==> config.mk <==
export PLATFORM = sky130hd
export DESIGN_NAME = debounced_gate
export DESIGN_NICKNAME = d
export VERILOG_FILES = /design/src/rtl/debounced_gate.sv
export SDC_FILE = /design/constraint.sdc
export NUM_CORES = 1
export LEC_CHECK = 0
export ABC_CLOCK_PERIOD_IN_PS = 5300
export CORE_MARGIN = 5
export CORE_UTILIZATION = 52
export CTS_CLUSTER_DIAMETER = 80
export DETAILED_ROUTE_END_ITERATION = 16
export PLACE_DENSITY = 0.81
export SLEW_MARGIN = 30
export SYNTH_ARGS = -nofsm -noshare
export SYNTH_HDL_FRONTEND = slang
export SYNTH_SLANG_ARGS = --single-unit
==> constraint.sdc <==
create_clock -name CLK -period 5.3 [get_ports CLK]
set_input_delay 1.325 -clock CLK [delete_from_list [all_inputs] [get_ports CLK]]
set_output_delay 1.325 -clock CLK [all_outputs]
set_load 0.02 [all_outputs]
==> src/rtl/debounced_gate.sv <==
`default_nettype none
// ============================================================================
// Module   : debounced_gate
// Purpose  : Synchronise and debounce N switches, apply a selectable gate
//            function, and flag/count changes of the gate result.
// Revision : 1.0
// ============================================================================
module debounced_gate #(
    parameter int N    = 2,
    parameter int DEB  = 4,
    parameter int CNTW = 8
) (
    input  logic            CLK,
    input  logic            RST,
    input  logic [N-1:0]    SW,
    input  logic [1:0]      MODE,
    output logic [N-1:0]    SWD,
    output logic            L,
    output logic            EDGE,
    output logic [CNTW-1:0] CNT
);

    localparam int            CW      = (DEB > 1) ? $clog2(DEB) : 1;
    localparam logic [CW-1:0] DEB_MAX = CW'(DEB - 1);

    logic [N-1:0] s1;
    logic [N-1:0] s2;
    logic         l_next;

    always_ff @(posedge CLK) begin
        if (RST) begin
            s1 <= '0;
            s2 <= '0;
        end else begin
            s1 <= SW;
            s2 <= s1;
        end
    end

    // Each bit commits a new level only after DEB consecutive disagreeing samples.
    generate
        for (genvar i = 0; i < N; i++) begin : g_bit
            logic [CW-1:0] deb_cnt;
            logic          level;

            always_ff @(posedge CLK) begin
                if (RST) begin
                    deb_cnt <= '0;
                    level   <= 1'b0;
                end else if (s2[i] == level) begin
                    deb_cnt <= '0;
                end else if (deb_cnt == DEB_MAX) begin
                    level   <= s2[i];
                    deb_cnt <= '0;
                end else begin
                    deb_cnt <= deb_cnt + CW'(1);
                end
            end

            assign SWD[i] = level;
        end
    endgenerate

    always_comb begin
        l_next = 1'b0;
        case (MODE)
            2'b00:   l_next = &SWD;
            2'b01:   l_next = |SWD;
            2'b10:   l_next = ^SWD;
            default: l_next = ~&SWD;
        endcase
    end

    always_ff @(posedge CLK) begin
        if (RST) begin
            L    <= 1'b0;
            EDGE <= 1'b0;
            CNT  <= '0;
        end else begin
            L    <= l_next;
            EDGE <= (l_next != L);
            if (l_next != L) begin
                CNT <= CNT + CNTW'(1);
            end
        end
    end

endmodule
`default_nettype wire

* Word-level counts from Yosys, hierarchy flattened
Index checks and enable logic that the tools add are counted. W data, S select, Z words.
Storage, ports and cells: bits of input ports 6, logic and storage cells 31, flip-flop bits (word level) 20, output and inout bits 12
Cells by class: bitwise gates (word level) 2, muxes and demuxes 1, add/subtract/negate cells 3, equality and inequality tests 7, reduce and logical (&&, ||, !) cells 9
Operator list (number):
- $add A8 B1 Y8 const B | 1
- $eq A2 B2 Y1 const B | 3
- $reduce_and A2 Y1 | 3
- $reduce_or A3 Y1 | 2
- $add A2 B1 Y2 const B | 2
- $pmux W1 S3 | 1
- $eq A1 B1 Y1 | 2
- $eq A2 B1 Y1 const B | 1
- $logic_not A2 Y1 | 1
- $not A1 Y1 | 2
- $reduce_or A2 Y1 | 1
- $reduce_xor A2 Y1 | 1
- $logic_not A1 Y1 | 1
- $ne A1 B1 Y1 | 1

* Logic depth before layout (Yosys ltp)
Gate-level depths: netlist of run 1.
word-level depth 4, mapped depth 8, depth with buffers taken out 7

* Worst setup path after synthesis of run 1
Ideal clock, no wire load.
path type input-to-reg, from input port MODE[0], to register CNT[6], arrival time 2.662 ns, cell stages on the path 6, required time 5.230 ns, slack 2.568 ns, setup time 0.070 ns, path buffers 1, path through nand2b_1 a221o_1 and3b_4 buf_6 or4_1 a21oi_1
On the way: longest elaborated chain between the ends 3, elaborated cells on any way between the ends 5, those cells by class eq/ne (3); mux (1); reduce/logical (1)
Ends and longest elaborated chain:
- start: declaration | RTL line 16 | input logic [1:0] MODE,
- $eq A2 B2 Y1 (tied with other cells) | RTL line 66 | case (MODE)
- $pmux W1 S3 * | RTL line 66
- $ne A1 B1 Y1 * | RTL line 82 | if (l_next != L) begin
- end signal: assignment | RTL line 83 | CNT <= CNT + CNTW'(1);
- end: declaration | RTL line 20 | output logic [CNTW-1:0] CNT
Mark *: on every way between the ends. The rest lies on a longest branch, timed or not. A chain may end at the register's enable or synchronous reset.

* Worst setup path after layout of run 1
from input port MODE[0], to register CNT[0]
Same word-level chain as after synthesis.

==> run_results.csv, run 1 <==
group,metric,value,unit
outcome,status,"complete, no violations",
timing,worst_slew_pin_slew,770,ps
global_route,grt_pass1_wl,2550,um
logic_synthesis,ys_ff_latch,20,
drt,via_per_inst,5.35,
setup_path,cp_slowest_cell,"a21boi_1",
clock_tree,clk_pin_slew,110,ps
timing,hold_viol,0,
run,maxCapViolations,0,
floorplan,die_w,51.5,um
setup_path,critPathCaptureType,"flip-flop",
logic_synthesis,ys_seq_area_share,44.8,%
clock_tree,ctsResizeCount,0,
placement,portBuffers,17,
floorplan,core_area,1670,um2
drt,routed_wl,1510,um
clock_tree,cts_tree,"built",
pwr,leakage,0.386,nW
timing,fin_tns_setup,0,ps
setup_path,rrSetupSlack,2770,ps
timing,fin_hold_ws,427,ps
floorplan,initial_core_util,53.5,%
finish,diodes,0,
drt,drc,0,
timing,finalSetupViolCount,0,
setup_path,endpoint,"CNT[0]",
clock_tree,clk_latency,290,ps
setup_path,cp_cell_sequence,"clkdlybuf4s50_1 > nand2b_1 > a221o_1 > a21boi_1 > or2_2 > mux2_2",
finish,post_route_cells_drive_above_1_share,6.31,%
clock_tree,cts_hold_buf,0,
clock_tree,cts_made_buffers,3,
drt,first_pass_iters,4,
timing,slew-limit-headroom,48.6,%
pwr,vdd_ir_drop_max,0.140,mV
logic_synthesis,synthCells,96,
setup_path,arrival,3530,ps
finish,fin_nets,123,
setup_path,startpoint,"MODE[0]",
clock_tree,numClockSinks,20,
logic_synthesis,syn_area_per_cell,9.31,um2
placement,hpwl,1070,um
logic_synthesis,synthesis.area,893,um2
logic_synthesis,yosys_warnings,0,
logic_synthesis,synth_cell_type_count,24,
global_route,antenna_found_initial,0,
setup_path,required,5500,ps
timing,rsz0062_at_grt,"no",
floorplan,num_io_pins,18,
finish,syn_to_final_growth,23.1,%
floorplan,rows,15,
global_route,grt_overflow_total,0,
finish,mostFrequentLayoutCell,"dfxtp_1",
finish,n_fill_cell,140,
finish,final_cell_mix,"dfxtp_1, clkdlybuf4s50_1, nor2_1, a21oi_1",
drt,num_vias,685,
setup_path,path_max_fanout,13,
global_route,grt_pass1_vias,618,
global_route,grt_use_total,12.7,%
global_route,grt_max_degree,21,
min_path,worstHoldPathType,"reg -> reg",
timing,finalMaxSlewViolations,0,
clock_tree,post-cts-setup-buffer-count,0,
drt,wl_per_cell,11.8,um
drt,drtAntennaViolNets,0,
setup_path,startpoint_type,"primary input",
floorplan,die_y,51.5,um
logic_synthesis,synth_nets,107,
timing,fin_crit,3330,ps
setup_path,crit_path_max_incr_delay,640,ps
timing,fmax,300,MHz
timing,clock_skew,6.88,ps
setup_path,r2r-end,"CNT[0]",
clock_tree,root_buffer,"clkbuf_4",
setup_path,r2r_start,"g_bit[0].level",
timing,fin_crit_sh,62.9,%
placement,place_congestion,0.778,
setup_path,critical_path_class,"in -> reg",
setup_path,rr_worst_depth,7,
pwr,powerDensity,276,nW/um2
clock_tree,clockBufferDepth,2,
drt,initialDrtViolationCount,9,
clock_tree,htree_levels,1,
floorplan,die_area,2650,um2
[how the worst min path moves through the flow]
stage / start / endpoint / slack [ps] / depth (start not counted)
3_3_place_gp: g_bit[0].deb_cnt[0] / g_bit[0].deb_cnt[0] / 410 / 1
4_1_cts: g_bit[0].deb_cnt[0] / g_bit[0].deb_cnt[0] / 430 / 1
2_1_floorplan: g_bit[0].deb_cnt[0] / g_bit[0].deb_cnt[0] / 400 / 1
6_report: g_bit[0].deb_cnt[0] / g_bit[0].deb_cnt[0] / 430 / 1
5_1_grt: g_bit[0].deb_cnt[0] / g_bit[0].deb_cnt[0] / 460 / 1
3_5_place_dp: g_bit[0].deb_cnt[0] / g_bit[0].deb_cnt[0] / 410 / 1
[flip-flops by register name (all words and copies together), names as in the netlist]
name           count
s2                 2
g_bit.level        2
s1                 2
EDGE               1
g_bit.deb_cnt      4
CNT                8
L                  1
[where the power goes]
group	internal [mW]	switching (mW)	leakage (nW)	total [mW]
registers	0.154	0.00358	0.163	0.158
clock network	0.0764	0.0451	0.0279	0.121
logic	0.0130	0.0116	0.195	0.0246
total	0.244	0.0603	0.386	0.304
[stage by stage]
| stage | total power [mW] | utilization (%) | std cells | cell area, um2 | setup WS (ps) |
|---|---|---|---|---|---|
| 2_1_floorplan | 0.177 | - | 96 | 893 | 2570 |
| 3_3_place_gp | 0.186 | 62.7 | 124 | 1050 | 1750 |
| 3_5_place_dp | 0.186 | 62.7 | 124 | 1050 | 1660 |
| 4_1_cts | 0.307 | 65.8 | 128 | 1100 | 1970 |
| 5_1_grt | 0.316 | 65.8 | 128 | 1100 | 1810 |
| 6_report | 0.304 | 65.8 | 128 | 1100 | 1970 |
[cells by family after synthesis]
kind of cell               synth area share (%)
AOI/OAI and AO/OA                          11.9
xor gates and xnor gates                   1.96
adders and majority gates                  7.00
buffers and inverters                      6.72
DFF                                        44.8
muxes                                      4.62
and+or+nand+nor                            23.0
[synth_stat cells]
| master | count | area share (%) |
|---|---|---|
| mux2i_1 | 3 | 3.4 |
| inv_1 | 6 | 2.5 |
| o31ai_1 | 6 | 5.0 |
| nand2_1 | 5 | 2.1 |
| nor2_1 | 10 | 4.2 |
| o221ai_1 | 1 | 0.98 |
| dfxtp_1 | 20 | 45 |
| a21oi_1 | 7 | 3.9 |
| a21boi_1 | 1 | 0.84 |
| nand3_1 | 2 | 1.1 |
| nand4_1 | 1 | 0.70 |
| buf_6 | 1 | 1.3 |
| buf_4 | 2 | 1.7 |
| or4_1 | 6 | 5.0 |
| or3_1 | 2 | 1.4 |
| or2_2 | 1 | 0.70 |
| nor2b_1 | 6 | 4.2 |
| ha_1 | 5 | 7.0 |
| mux2_2 | 1 | 1.3 |
| and3b_4 | 1 | 1.4 |
| xnor2_1 | 2 | 2.0 |
| nand2b_1 | 3 | 2.1 |
| a221o_1 | 1 | 1.1 |
| clkbuf_1 | 3 | 1.3 |
[cell type report]
| type | instances | area, um2 | share of cell area (%) |
|---|---|---|---|
| clock buffers | 3 | 22.5 | 2.05 |
| clock inverters | 1 | 30.0 | 2.73 |
| inverters | 6 | 22.5 | 2.05 |
| multi-input cells | 64 | 433 | 39.4 |
| flip-flops and latches | 20 | 400 | 36.4 |
| well taps | 17 | 21.3 | 1.93 |
| repair buffers | 17 | 170 | 15.5 |
[metal layers]
layer / global-route usage (%) / vias up / share of wire, %
li1: - / 362 / -
met1: 15.2 / 311 / 47
met2: 21.2 / 10 / 47
met3: 3.21 / 2 / 5.1
met4: 5.24 / 0 / 0.93
met5: 0 / - / 0
[worst max-delay path, delay by kind of cell]
kind            cells  cell delay, ps
mux                 1             330
simple gates        2             440
buf+inv             1             460
compound gates      2             980
Power figures use the tool's default switching activity.
==> inputs of run 2 (changes only) <==
--- a/config.mk
+++ b/config.mk
@@ -5,12 +5,12 @@
 export SDC_FILE = /design/constraint.sdc
 export NUM_CORES = 1
 export LEC_CHECK = 0
-export ABC_CLOCK_PERIOD_IN_PS = 5300
+export ABC_CLOCK_PERIOD_IN_PS = 2700
 export CORE_MARGIN = 5
-export CORE_UTILIZATION = 52
+export CORE_UTILIZATION = 44
 export CTS_CLUSTER_DIAMETER = 80
 export DETAILED_ROUTE_END_ITERATION = 16
-export PLACE_DENSITY = 0.81
+export PLACE_DENSITY = 0.73
 export SLEW_MARGIN = 30
 export SYNTH_ARGS = -nofsm -noshare
 export SYNTH_HDL_FRONTEND = slang
==> constraint.sdc (replaced) <==
create_clock -name CLK -period 2.7 [get_ports CLK]
set_input_delay 0.675 -clock CLK [delete_from_list [all_inputs] [get_ports CLK]]
set_output_delay 0.675 -clock CLK [all_outputs]
set_load 0.02 [all_outputs]
==> run 2 against run 1 <==
  * Die area increased by 15%
  * Power up 77%
  * Hold slack worse by 1.8 ps
  * Critical path depth up 1
  * Sequential share of layout area is 0.37 points lower
  * Utilization fell by 8.6 points
  * Final cell count is 9.4% higher
==> run_results.csv, run 2 (same netlist as run 1, synthesis figures left out) <==
group,metric,value,unit
drt,drc,0,
outcome,status,"complete, no violations",
timing,worst_slew_pin_slew,510,ps
pwr,powerDensity,484,nW/um2
finish,top_regs,"CNT: 8 flops, g_bit.deb_cnt: 4 flops",
finish,top_register,"CNT",
drt,initialDrtViolationCount,6,
floorplan,die_w,55.1,um
floorplan,core_area,1940,um2
timing,finalMaxSlewViolations,0,
drt,first_pass_iters,4,
floorplan,die_area,3030,um2
timing,hold_viol,0,
timing,fin_crit_sh,86.2,%
pwr,finalPower,0.537,mW
finish,mostFrequentLayoutCell,"dfxtp_1",
global_route,grt_use_total,13.0,%
drt,routed_wl,1750,um
floorplan,num_io_pins,18,
timing,rsz0062_at_grt,"no",
timing,finalSetupViolCount,0,
run,maxCapViolations,0,
finish,fin_nets,125,
floorplan,die_y,55.1,um
placement,portBuffers,17,
global_route,antenna_found_initial,0,
timing,fin_crit,2330,ps
finish,post_route_cells_drive_above_1_share,7.96,%
timing,fin_hold_ws,425,ps
floorplan,initial_core_util,46.0,%
setup_path,arrival,2560,ps
timing,clock_skew,4.72,ps
finish,syn_to_final_growth,24.4,%
finish,fin_area,1110,um2
clock_tree,numClockSinks,20,
setup_path,required,2940,ps
drt,num_vias,707,
pwr,leakage,0.389,nW
placement,place_congestion,0.802,
clock_tree,cts_hold_buf,0,
clock_tree,clk_pin_slew,110,ps
timing,fmax,430,MHz
clock_tree,root_buffer,"clkbuf_4",
pwr,vdd_ir_drop_max,0.383,mV
finish,final_cell_mix,"dfxtp_1, clkdlybuf4s50_1, nor2_1, a21oi_1",
finish,largest_register_ffs,8,
clock_tree,post-cts-setup-buffer-count,0,
setup_path,critPathCaptureType,"flip-flop",
clock_tree,cts_tree,"built",
clock_tree,clockBufferDepth,2,
drt,drtAntennaViolNets,0,
clock_tree,ctsResizeCount,0,
global_route,grt_overflow_total,0,
setup_path,startpoint_type,"primary input",
clock_tree,cts_made_buffers,3,
global_route,grt_pass1_vias,659,
timing,slew-limit-headroom,65.9,%
clock_tree,clk_latency,300,ps
finish,diodes,0,
drt,via_per_inst,5.05,
min_path,worstHoldPathType,"reg -> reg",
setup_path,path_max_fanout,12,
floorplan,rows,16,
setup_path,critical_path_class,"in -> reg",
placement,hpwl,1280,um
global_route,grt_pass1_wl,2750,um
drt,wl_per_cell,12.5,um
placement,place_area,1070,um2
timing,fin_tns_setup,0,ps
global_route,grt_max_degree,17,
clock_tree,htree_levels,1,
[run 2: cell type report]
cell class,instances,area [um2]
fill,199,831
multi-input combinational,64,433
sequential,20,400
timing repair buffer,19,185
clock buffer,4,36.3
tap,27,33.8
inverter,6,22.5
[run 2: report_power, final]
part           total [mW]  switching [mW]  internal, mW
clock               0.176          0.0936        0.0823
combinational      0.0508          0.0241        0.0267
sequential          0.310         0.00737         0.303
[run 2: final timing paths]
path | cells after the start | from | to | slack [ps]
max | 7 | MODE[0] | CNT[7] | 370
min | 1 | g_bit[1].deb_cnt[0] | g_bit[1].deb_cnt[0] | 420
max reg2reg | 7 | g_bit[0].level | CNT[7] | 550
min reg2reg | 1 | g_bit[1].deb_cnt[0] | g_bit[1].deb_cnt[0] | 420
[run 2: metrics by stage]
step                cells  util (%)  worst slack [ps]
floorplan              96         -               618
global placement      136      55.3               124
detailed placement    136      55.3              76.1
CTS                   140      57.2               388
global route          140      57.2               317
finish                140      57.2               373
[run 2: metal layers]
metal  GRT usage [%]  share of wire, %
met3            3.22               3.8
met1            15.9                46
met2            20.9                50
met5               0                 0
met4            7.29              0.74
[run 2: worst max-delay path, stage by stage]
cell,delay [ps]
clkdlybuf4s50_1,460
nor2b_1,160
o221ai_1,270
a21boi_1,140
buf_4,200
or4_1,510
a21oi_1,150
